<file path="src/rtl/mem_arbiter.sv">
// Round-robin arbiter sharing one byte-wide RAM port between instruction fetch and load/store.
// Define MEM_IO_STALL_EN to add io_buffer_full_i back-pressure on writes into the IO region.
module mem_arbiter #(
  parameter logic [1:0] IO_REGION = 2'b11
) (
  input  logic        clk,
  input  logic        rst,
  input  logic        rdy,
  input  logic        clr_i,
  input  logic        instEn_i,
  input  logic [31:0] instAddr_i,
  output logic        instRdy_o,
  output logic [31:0] instData_o,
  input  logic        dataEn_i,
  input  logic        dataRw_i,
  input  logic [2:0]  dataWid_i,
  input  logic [31:0] dataAddr_i,
  input  logic [31:0] dataData_i,
  output logic        dataRdy_o,
  output logic [31:0] dataData_o,
`ifdef MEM_IO_STALL_EN
  input  logic        io_buffer_full_i,
`endif
  input  logic [7:0]  mem_din_i,
  output logic [7:0]  mem_dout_o,
  output logic [31:0] mem_a_o,
  output logic        mem_wr_o
);

  typedef enum logic [1:0] {S_IDLE, S_BUSY, S_DONE} state_t;

  state_t      r_state;
  logic        r_last;      // 1 = data was granted last
  logic        r_src;       // 1 = current access belongs to the data port
  logic        r_rw;
  logic [2:0]  r_wid;
  logic [31:0] r_addr;
  logic [31:0] r_wdata;
  logic [31:0] r_rdata;
  logic [2:0]  r_k;
  logic        r_flush;
  logic        r_wr;
  logic [31:0] r_a;
  logic [7:0]  r_dout;
  logic        r_inst_rdy;
  logic        r_data_rdy;
  logic [31:0] r_inst_data;
  logic [31:0] r_data_data;

  function automatic logic io_stall(input logic [1:0] region);
`ifdef MEM_IO_STALL_EN
    return io_buffer_full_i && (region == IO_REGION);
`else
    return 1'b0 & (region == IO_REGION);
`endif
  endfunction

  logic        w_gnt_data;
  logic [2:0]  w_wid;
  logic [31:0] w_req_addr;
  logic        w_req_wr;
  logic [31:0] w_byte_addr;
  logic [4:0]  w_shift;
  logic [4:0]  w_wsel;
  logic [31:0] w_rdata;

  assign w_gnt_data  = dataEn_i & (~instEn_i | ~r_last);
  assign w_wid       = (dataWid_i == 3'd1) ? 3'd1 : (dataWid_i == 3'd2) ? 3'd2 : 3'd4;
  assign w_req_addr  = w_gnt_data ? dataAddr_i : instAddr_i;
  assign w_req_wr    = w_gnt_data & dataRw_i;
  assign w_byte_addr = r_addr + {29'd0, r_k};
  // In a read, r_k is the edge index since grant; byte r_k-2 arrives on mem_din_i now.
  assign w_shift     = {r_k[1:0] - 2'd2, 3'b000};
  assign w_wsel      = {r_k[1:0], 3'b000};
  assign w_rdata     = r_rdata | ({24'd0, mem_din_i} << w_shift);

  always_ff @(posedge clk or posedge rst) begin
    if (rst) begin
      r_state     <= S_IDLE;
      r_last      <= 1'b0;
      r_src       <= 1'b0;
      r_rw        <= 1'b0;
      r_wid       <= 3'd4;
      r_addr      <= 32'd0;
      r_wdata     <= 32'd0;
      r_rdata     <= 32'd0;
      r_k         <= 3'd0;
      r_flush     <= 1'b0;
      r_wr        <= 1'b0;
      r_a         <= 32'd0;
      r_dout      <= 8'd0;
      r_inst_rdy  <= 1'b0;
      r_data_rdy  <= 1'b0;
      r_inst_data <= 32'd0;
      r_data_data <= 32'd0;
    end else if (rdy) begin
      case (r_state)
        S_IDLE: begin
          if (!clr_i && (instEn_i || dataEn_i)) begin
            r_state <= S_BUSY;
            r_last  <= w_gnt_data;
            r_src   <= w_gnt_data;
            r_rw    <= w_req_wr;
            r_wid   <= w_gnt_data ? w_wid : 3'd4;
            r_addr  <= w_req_addr;
            r_wdata <= dataData_i;
            r_rdata <= 32'd0;
            r_flush <= 1'b0;
            r_a     <= w_req_addr;
            if (w_req_wr && io_stall(w_req_addr[17:16])) begin
              r_k  <= 3'd0;
              r_wr <= 1'b0;
            end else begin
              r_k  <= 3'd1;
              r_wr <= w_req_wr;
              if (w_req_wr) r_dout <= dataData_i[7:0];
            end
          end
        end
        S_BUSY: begin
          if (r_rw) begin
            // Writes always run to completion; a flush only hides the completion pulse.
            if (clr_i) r_flush <= 1'b1;
            if (r_k == r_wid) begin
              r_wr       <= 1'b0;
              r_data_rdy <= !(r_flush || clr_i);
              r_state    <= S_DONE;
            end else begin
              r_a <= w_byte_addr;
              if (io_stall(w_byte_addr[17:16])) begin
                r_wr <= 1'b0;
              end else begin
                r_wr   <= 1'b1;
                r_dout <= r_wdata[w_wsel +: 8];
                r_k    <= r_k + 3'd1;
              end
            end
          end else if (clr_i) begin
            r_state <= S_IDLE;
          end else begin
            if (r_k < r_wid) r_a <= w_byte_addr;
            if (r_k >= 3'd2) r_rdata <= w_rdata;
            if (r_k == r_wid + 3'd1) begin
              r_state <= S_DONE;
              if (r_src) begin
                r_data_rdy  <= 1'b1;
                r_data_data <= w_rdata;
              end else begin
                r_inst_rdy  <= 1'b1;
                r_inst_data <= w_rdata;
              end
            end
            r_k <= r_k + 3'd1;
          end
        end
        default: begin
          r_inst_rdy <= 1'b0;
          r_data_rdy <= 1'b0;
          r_state    <= S_IDLE;
        end
      endcase
    end
  end

  assign instRdy_o  = r_inst_rdy;
  assign instData_o = r_inst_data;
  assign dataRdy_o  = r_data_rdy;
  assign dataData_o = r_data_data;
  assign mem_a_o    = r_a;
  assign mem_dout_o = r_dout;
  assign mem_wr_o   = r_wr & rdy;

endmodule

</file>
<file path="config.mk">
export PLATFORM = sky130hd
export DESIGN_NAME = mem_arbiter
export DESIGN_NICKNAME = d
export VERILOG_FILES = /design/src/rtl/mem_arbiter.sv
export SDC_FILE = /design/constraint.sdc
export NUM_CORES = 1
export LEC_CHECK = 0
export BUFFER_PORTS_ARGS = -buffer_cell sky130_fd_sc_hd__buf_4
export CORE_MARGIN = 4
export CORE_UTILIZATION = 50
export DETAILED_ROUTE_END_ITERATION = 12
export PLACE_DENSITY_LB_ADDON = 0.25
export RECOVER_POWER = 100
export SLEW_MARGIN = 20
export SYNTH_ARGS = -nofsm -noshare
export SYNTH_HDL_FRONTEND = slang
export SYNTH_SLANG_ARGS = --single-unit
</file>
<file path="constraint.sdc">
create_clock -name clk -period 7.62 [get_ports clk]
set_clock_uncertainty 0.1 [all_clocks]
set_input_delay 0.762 -clock clk [delete_from_list [all_inputs] [get_ports clk]]
set_output_delay 0.762 -clock clk [all_outputs]
set_load 0.01 [all_outputs]
</file>
==> impl_metrics.ini, run 1 <==
[yosys]
syn_inst = 1022
netlist_area_um2 = 10200
async_flop_share_pct = 100
synth_enable_flop_cells = 0
yosys.cell_count.top_type = dfrtp_1
ys_ff_latch = 214
synth.net_count = 1146
synth_top_cell_by_area = dfrtp_1
seq_area_frac_synth_pct = 52.6
synth_cell_types = 61
synthTopCellsByArea = dfrtp_1 52%, mux2i_1 7.3%, nand2_1 6.3%
ys.flop_type = dfrtp_1
syn_avg_cell_area_um2 = 9.96
yosys-top-cells-count = 213 x dfrtp_1, 170 x nand2_1, 112 x a21oi_1
ys_warn_count = 0
synth_top_cell_area_share_pct = 52.4

[clock_tree]
holdBufCountCts = 0
clk_latency_ns = 0.51
cts_made_buffers = 22
post_cts.repair.setup_buffers = 0
clkTransAtPathRegs_ns = 0.06
cts_max_path_buffers = 3
clock_sinks = 214
cts_htree_levels = 1
tritoncts = yes
ctsResizeCount = 0
clk_root_buffer_cell = clkbuf_16

[drt]
vias = 8076
ant_nets = 0
dr.first_iter.drc_count = 450
viasPerCell = 5.43
first_pass_iters = 5
route.detailed.wl_per_inst_um = 17.0
drc = 0
wirelength_um = 25300

[pwr]
seqPwrFrac_pct = 40.9
ir_drop_mv = 0.177
power_frac_comb_pct = 38.7
switchingPower_mw = 1.91
power_leakage_nw = 5.73
power_density_nw_per_um2 = 403
total_power_mw = 4.90
swShare_pct = 38.9
p_int_mw = 2.99
clock_power_share_pct = 20.3

[worst_setup_path]
crit_family = simple AND/OR/NAND/NOR gates
startpoint = r_k[0]
regToRegStartpoint = r_k[0]
crit_chain = clkbuf_1, inv_1, ha_1, nor4b_1, and4_1, a21oi_1
cp_data_required_time_ns = 7.80
crit_fanout = 64
cp_slowest_cell = and4_1
worst_path_largest_cell_delay_ns = 1.70
arrival_ns = 4.97
end_kind = flop
path_buf_inv = 2
crit_path_start_kind = flop
critPathKind = flop to flop

[global_route]
grt_antenna_before_repair = 0
grt_pass1_vias = 7920
grt_start_max_net_pins = 141
gr-total-overflow = 0
grt_pass1_wl_um = 40600
track_usage_pct = 22.0

[finish]
n_fill_cell = 1775
n_antenna_cell = 0
area_growth_pct = 19.5
seq_area_um2 = 5360
post_route_cells_drive_above_1_share_pct = 15.5
multiInputGateArea_um2 = 4350
fin_area_um2 = 12200
fin_nets = 1334
stdcell_count = 1487
utilization_pct = 61.7

[die]
coreArea_um2 = 19700
io_pins = 221
placementRows = 51
fp.dieH_um = 151
die_width_um = 151
start_util_pct = 51.6
fp.dieArea_um2 = 22700

[sta]
period_minus_slack_ns = 4.79
clock.fmax_mhz = 209
layout_setup_ws_ns = 2.83
hold_viol_final = 0
relSlewSlack_pct = -101
tightestPinTransition_ns = 3.01
hold-worst-slack_ns = 0.342
fin_crit_sh_pct = 62.8
rsz0062_at_grt = no
maxSlewViolCount = 240
fin_tns_setup_ns = 0
setup_viol = 0

[placement]
dp_hpwl_um = 17500
dp_cells = 1451
place_ws_ns = 4.48
io_buffers = 220
post_dp_cell_area_um2 = 12000
finalWeightedCongestion = 0.838

[worst_hold_path]
hold_start = dataData_i[31]
holdCritPathClass = input pin to flop

[job]
drv_cap = 4

[run_status]
status = complete, but fails checks
violations = capacitance limit, slew limit
==> state kept, by name (all words and copies together), names as in the netlist, 8 cells and up <==
register and cells:
mem_dout_o 8, mem_a_o 32, instData_o 32, dataData_o 32
r_wdata 32, r_addr 32, r_rdata 32
==> cells by family after synthesis <==
group / share of synthesized area [%]
muxes: 12.4
and+or+nand+nor: 14.2
buffers and inverters: 4.30
DFF: 52.6
xor gates and xnor gates: 1.79
AOI/OAI and AO/OA: 13.4
adders and majority gates: 1.30
==> worst register-to-register path, stage by stage, from the launching register on <==
cell and delay, ns:
dfrtp_1 0.33, clkbuf_1 0.92, inv_1 0.32, ha_1 0.43
nor4b_1 0.54, and4_1 1.70, a21oi_1 0.24
==> layer usage <==
metal	part of all wire [%]	wire length, µm	up-vias	global-route usage, %
met3	6.6	1670	30	3.28
met5	0	0	-	0
met1	44	11100	3881	31.8
met2	48	12000	257	35.4
met4	1.8	462	0	5.30
li1	-	-	3908	-
==> final timing paths <==
check,to,slack (ns),depth (start not counted)
hold reg to reg,r_wdata[13],0.37,2
setup / recovery,dataData_o[15],2.83,6
min in group asynchronous,instData_o[24],0.37,2
setup reg to reg,dataData_o[15],2.83,6
max in group asynchronous,r_addr[1],5.45,3
hold / removal,r_wdata[31],0.34,3
==> placed cells by master, fill, tap and decap left out, types with 3 or more instances in the layout <==
cell	n
and3_1	6
buf_4	119
o31ai_1	9
xnor2_1	10
ha_1	9
mux2_2	20
a211oi_1	4
a21oi_1	112
a21o_1	12
nand4_1	9
nor4_1	3
mux2i_1	74
and4_1	6
clkbuf_1	116
clkbuf_8	4
nand2_1	170
xor2_1	8
nor2_1	98
clkbuf_16	22
mux4_2	8
inv_1	41
dfrtp_1	213
a22o_1	3
nand3_1	16
and2_1	5
nand2b_1	5
o21ai_0	49
mux2_1	8
a221o_1	9
nor3_1	8
==> layout make-up <==
type                    instances  share of cell area, %
flip-flops and latches        214                   44.0
multi-input cells             701                   35.7
clock inverters                 4                  0.278
inverters                      42                   1.36
well taps                     265                   2.73
repair buffers                229                   10.7
clock buffers                  32                   5.16
==> power groups by stage <==
stage	Sequential [mW]	Combinational [mW]	Clock [mW]
floorplan	2.05	1.28	0
global route	2.07	2.14	1.07
CTS	2.01	2.18	1.02
global placement	2.01	2.12	0
finish	2.00	1.90	0.997
detailed placement	2.02	2.18	0
Note: power is estimated with default switching activity, not from simulation.
==> run 2, diff against run 1 <==
==> constraint.sdc (replaced) <==
create_clock -name clk -period 4 [get_ports clk]
set_clock_uncertainty 0.1 [all_clocks]
set_input_delay 0.4 -clock clk [delete_from_list [all_inputs] [get_ports clk]]
set_output_delay 0.4 -clock clk [all_outputs]
set_load 0.01 [all_outputs]
==> run 2 against run 1 <==
  * The flow still finishes with violations (capacitance limit, slew limit)
  * Sequential cell count is the same
  * Non-clock buffer count grew 38
  * Die area unchanged
  * Hold slack got worse by 0.32 ns
  * Final cell count grew 2.8%
  * Via count up 1.9%
  * Core utilization increased by 2.0 points
==> impl_metrics.ini, run 2 (synthesized netlist as in run 1, its figures left out) <==
[run_status]
status = complete, but fails checks
violations = capacitance limit, slew limit

[drt]
first_pass_iters = 4
dr.first_iter.drc_count = 475
wirelength_um = 25500
route.detailed.wl_per_inst_um = 16.7
viasPerCell = 5.38
drc = 0
ant_nets = 0
vias = 8228

[finish]
final_cell_mix = 213 x dfrtp_1, 169 x nand2_1, 117 x clkbuf_1, 117 x buf_4, 112 x a21oi_1
final_common_cell = dfrtp_1
n_fill_cell = 1764
post_route_cells_drive_above_1_share_pct = 15.8
stdcell_count = 1529
multiInputGateArea_um2 = 4350
seq_area_um2 = 5360
utilization_pct = 63.7
fin_nets = 1372
area_growth_pct = 23.3
fin_area_um2 = 12600

[sta]
rsz0062_at_grt = no
fin_crit_sh_pct = 84.1
relSlewSlack_pct = -27.8
hold_viol_final = 0
fin_tns_setup_ns = 0
tightestPinTransition_ns = 1.92
clock.fmax_mhz = 297
hold-worst-slack_ns = 0.0224
period_minus_slack_ns = 3.36
layout_setup_ws_ns = 0.637
maxSlewViolCount = 207
setup_viol = 0

[worst_setup_path]
crit_chain = nand2b_1, clkbuf_1, nor2_1, nor2_1, mux2_2
reg2reg_slack_ns = 0.64
cp_data_required_time_ns = 4.29
path_buf_inv = 1
regToRegStartpoint = r_state[1]
cpMostUsedCell = nor2_1
worstRegToRegCells = 5
cp_slowest_cell = clkbuf_1
arrival_ns = 3.65
crit_family = buffers and inverters
end_kind = flop
startpoint = r_state[1]
crit_fanout = 32
crit_path_start_kind = flop
critPathKind = flop to flop
worstReg2RegEnd = r_k[1]
cp_num_cells = 5
worst_path_largest_cell_delay_ns = 1.16
cp-endpoint = r_k[1]

[placement]
dp_hpwl_um = 17900
finalWeightedCongestion = 0.858
post_dp_cell_area_um2 = 12100
io_buffers = 220
dp_cells = 1456
place_ws_ns = 1.02

[pwr]
power_density_nw_per_um2 = 749
ir_drop_mv = 0.363
power_leakage_nw = 5.91
total_power_mw = 9.41

[die]
fp.dieH_um = 151
die_width_um = 151
fp.dieArea_um2 = 22700
coreArea_um2 = 19700
start_util_pct = 51.6
placementRows = 51
io_pins = 221

[clock_tree]
cts_htree_levels = 1
cts_max_path_buffers = 3
clock_sinks = 214
cts_made_buffers = 22
clk_root_buffer_cell = clkbuf_16
tritoncts = yes
clkTransAtPathRegs_ns = 0.06
ctsResizeCount = 0
clk_latency_ns = 0.50

[global_route]
track_usage_pct = 22.5
grt_antenna_before_repair = 1
grt_pass1_wl_um = 41400
grt_start_max_net_pins = 100
gr-total-overflow = 0
grt_pass1_vias = 8085

[worst_hold_path]
holdCritPathClass = input pin to flop

[job]
drv_cap = 5
==> run 2: cell types whose count changed in the layout (fill, tap and decap cells not counted), sizes merged <==
cell	before	now
inv	42	41
dlygate4sd3	0	32
buf	119	118
diode	0	1
clkbuf	142	149
clkinv	3	7
==> run 2: power by group <==
| group | leakage [nW] | internal [mW] | switching (mW) |
|---|---|---|---|
| sequential | 2.67 | 3.14 | 0.715 |
| combinational | 2.89 | 1.49 | 2.14 |
| clock | 0.344 | 1.11 | 0.818 |
| total | 5.91 | 5.73 | 3.67 |
==> run 2: worst min path at each step <==
stage                       start           to  slack, ns  cells past startpoint
global placement       r_wdata[7]   r_wdata[7]       0.35                      2
detailed placement    r_wdata[22]  r_wdata[22]       0.36                      2
floorplan             r_wdata[16]  r_wdata[16]       0.34                      2
global route        dataData_i[5]   r_wdata[5]       0.02                      3
finish              dataData_i[5]   r_wdata[5]       0.02                      3
CTS                 dataData_i[5]   r_wdata[5]      0.006                      3
==> run 2: per-layer routing <==
layer / up-vias / part of all wire (%) / GRT usage [%]
met3: 41 / 6.3 / 3.25
met2: 250 / 48 / 36.7
li1: 3965 / - / -
met4: 0 / 2.3 / 5.71
met5: - / 0 / 0
met1: 3972 / 44 / 31.9
==> run 2: cell type report <==
cell class	count	area share (%)
Inverter	42	1.27
Multi-Input combinational cell	701	34.7
Timing Repair Buffer	267	13.3
Clock buffer	32	5.08
Clock inverter	7	0.399
Tap cell	265	2.64
Sequential cell	214	42.7
Antenna cell	1	0.0199
==> run 2: what timing repair did <==
item,in CTS,in global routing
hold buffers,31,1
setup buffers,0,0
endpoints found under the hold margin,31,9
==> run 2: worst register-to-register path, delay by kind of cell, from the launching register on <==
kind	cells	cell delay, ns
flops	1	0.50
buf+inv	1	1.17
mux	1	0.35
simple gates	3	1.12
==> run 3, diff against run 2 <==
==> constraint.sdc (replaced) <==
create_clock -name clk -period 3.2 [get_ports clk]
set_clock_uncertainty 0.1 [all_clocks]
set_input_delay 0.32 -clock clk [delete_from_list [all_inputs] [get_ports clk]]
set_output_delay 0.32 -clock clk [all_outputs]
set_load 0.01 [all_outputs]
==> run 3 against run 2 <==
  * The run still ends with capacitance limit, slew limit left
  * Highest routed layer unchanged
  * Largest power group unchanged
  * Register-to-register slack lost 0.31 ns
  * First-iteration DRC count fell by 2.7%
  * Die area unchanged
  * Non-clock buffer count grew 9
==> impl_metrics.ini, run 3 (synthesized netlist as in run 1, its figures left out) <==
[drt]
wirelength_um = 26500
ant_nets = 0
viasPerCell = 5.39
route.detailed.wl_per_inst_um = 17.2
dr.first_iter.drc_count = 462
drc = 0
first_pass_iters = 5
vias = 8308

[die]
fp.dieArea_um2 = 22700
start_util_pct = 51.6
fp.dieH_um = 151
die_width_um = 151
io_pins = 221
placementRows = 51
coreArea_um2 = 19700

[global_route]
track_usage_pct = 23.3
grt_start_max_net_pins = 72
gr-total-overflow = 0
grtUsageMet3_pct = 3.73
use_met1_pct = 32.3
grt_antenna_before_repair = 0
globalRouteMet2Util_pct = 38.3
grt_pass1_wl_um = 42800
top_usage_layer = met2
grt_pass1_vias = 8241

[run_status]
violations = capacitance limit, slew limit
status = complete, but fails checks

[worst_setup_path]
crit_path_start_kind = flop
worstRegToRegCells = 4
crit_fanout = 20
worstReg2RegEnd = mem_a_o[21]
regToRegStartpoint = r_state[1]
cp_data_required_time_ns = 3.53
arrival_ns = 3.21
end_kind = flop
critPathKind = flop to flop
startpoint = r_state[1]
reg2reg_slack_ns = 0.32

[clock_tree]
ctsResizeCount = 0
cts_made_buffers = 23
cts_htree_levels = 1
clk_latency_ns = 0.50
clk_root_buffer_cell = clkbuf_16
clock_sinks = 214
tritoncts = yes
cts_max_path_buffers = 3
clkTransAtPathRegs_ns = 0.06

[pwr]
ir_drop_mv = 0.448
swShare_pct = 38.7
total_power_mw = 12.0
clock_power_share_pct = 21.2
power_density_nw_per_um2 = 943
switchingPower_mw = 4.63
seqPwrFrac_pct = 40.1
power_frac_comb_pct = 38.7
power_leakage_nw = 5.98
p_int_mw = 7.34

[finish]
post_route_cells_drive_above_1_share_pct = 16.4
final_common_cell = dfrtp_1
final_cell_mix = 213 x dfrtp_1, 169 x nand2_1, 124 x buf_4
n_fill_cell = 1720
multiInputGateArea_um2 = 4340
fin_nets = 1382
seq_area_um2 = 5360
area_growth_pct = 24.7
utilization_pct = 64.4
stdcell_count = 1540
fin_area_um2 = 12700

[placement]
finalWeightedCongestion = 0.891
post_dp_cell_area_um2 = 12200
io_buffers = 220
dp_cells = 1463
dp_hpwl_um = 18200
place_ws_ns = 0.376

[sta]
hold-worst-slack_ns = 0.0232
hold_viol_final = 0
layout_setup_ws_ns = 0.325
maxSlewViolCount = 104
fin_tns_setup_ns = 0
setup_viol = 0
rsz0062_at_grt = no
clock.fmax_mhz = 348
relSlewSlack_pct = -17.8
tightestPinTransition_ns = 1.77
period_minus_slack_ns = 2.88
fin_crit_sh_pct = 89.9

[worst_hold_path]
min_path_cells = 3
holdPathEnd = r_flush
hold_start = clr_i
holdCritPathClass = input pin to flop

[job]
drv_cap = 2
## run 3: cell count changes in the layout (fill, tap and decap cells not counted), sizes merged
cell / delta
clkinvlp: +1
buf: +9
clkinv: -2
bufinv: +1
dlygate4sd3: +3
clkbuf: -1
## run 3: how the worst max path moves through the flow
stage	end	slack (ns)
floorplan	dataData_o[0]	-0.003
global placement	mem_dout_o[1]	0.48
detailed placement	mem_a_o[20]	0.38
CTS	mem_a_o[21]	0.35
global route	mem_a_o[15]	0.11
finish	mem_a_o[21]	0.32
## run 3: layer usage
layer	routed length [µm]	vias up
li1	-	3997
met1	11400	4011
met2	12800	258
met3	1640	42
met4	636	0
met5	0	-
## run 3: repair_timing
item	4_1_cts	5_1_grt
endpoints found under the hold margin	44	0
hold buffers	35	0
buffers inserted	0	0
## run 3: power by group through the flow
stage | logic [mW] | clock network, mW | registers [mW]
global route | 5.22 | 2.71 | 4.96
global placement | 5.11 | 0 | 4.81
CTS | 5.31 | 2.59 | 4.81
floorplan | 3.06 | 0 | 4.88
finish | 4.63 | 2.54 | 4.81
detailed placement | 5.26 | 0 | 4.84
## run 3: final cells by class
class | instances | share of cell area [%]
flip-flops and latches | 214 | 42.2
multi-input cells | 701 | 34.2
repair buffers | 276 | 14.0
clock buffers | 34 | 5.18
well taps | 265 | 2.61
inverters | 42 | 1.25
clock inverters | 7 | 0.493
diodes | 1 | 0.0197
## run 3: worst max-delay path, cell delays in order, from the launching register on
cell	delay [ns]
dfrtp_1	0.48
nand2b_1	0.58
clkbuf_2	0.50
nor3_1	0.88
a221o_1	0.27
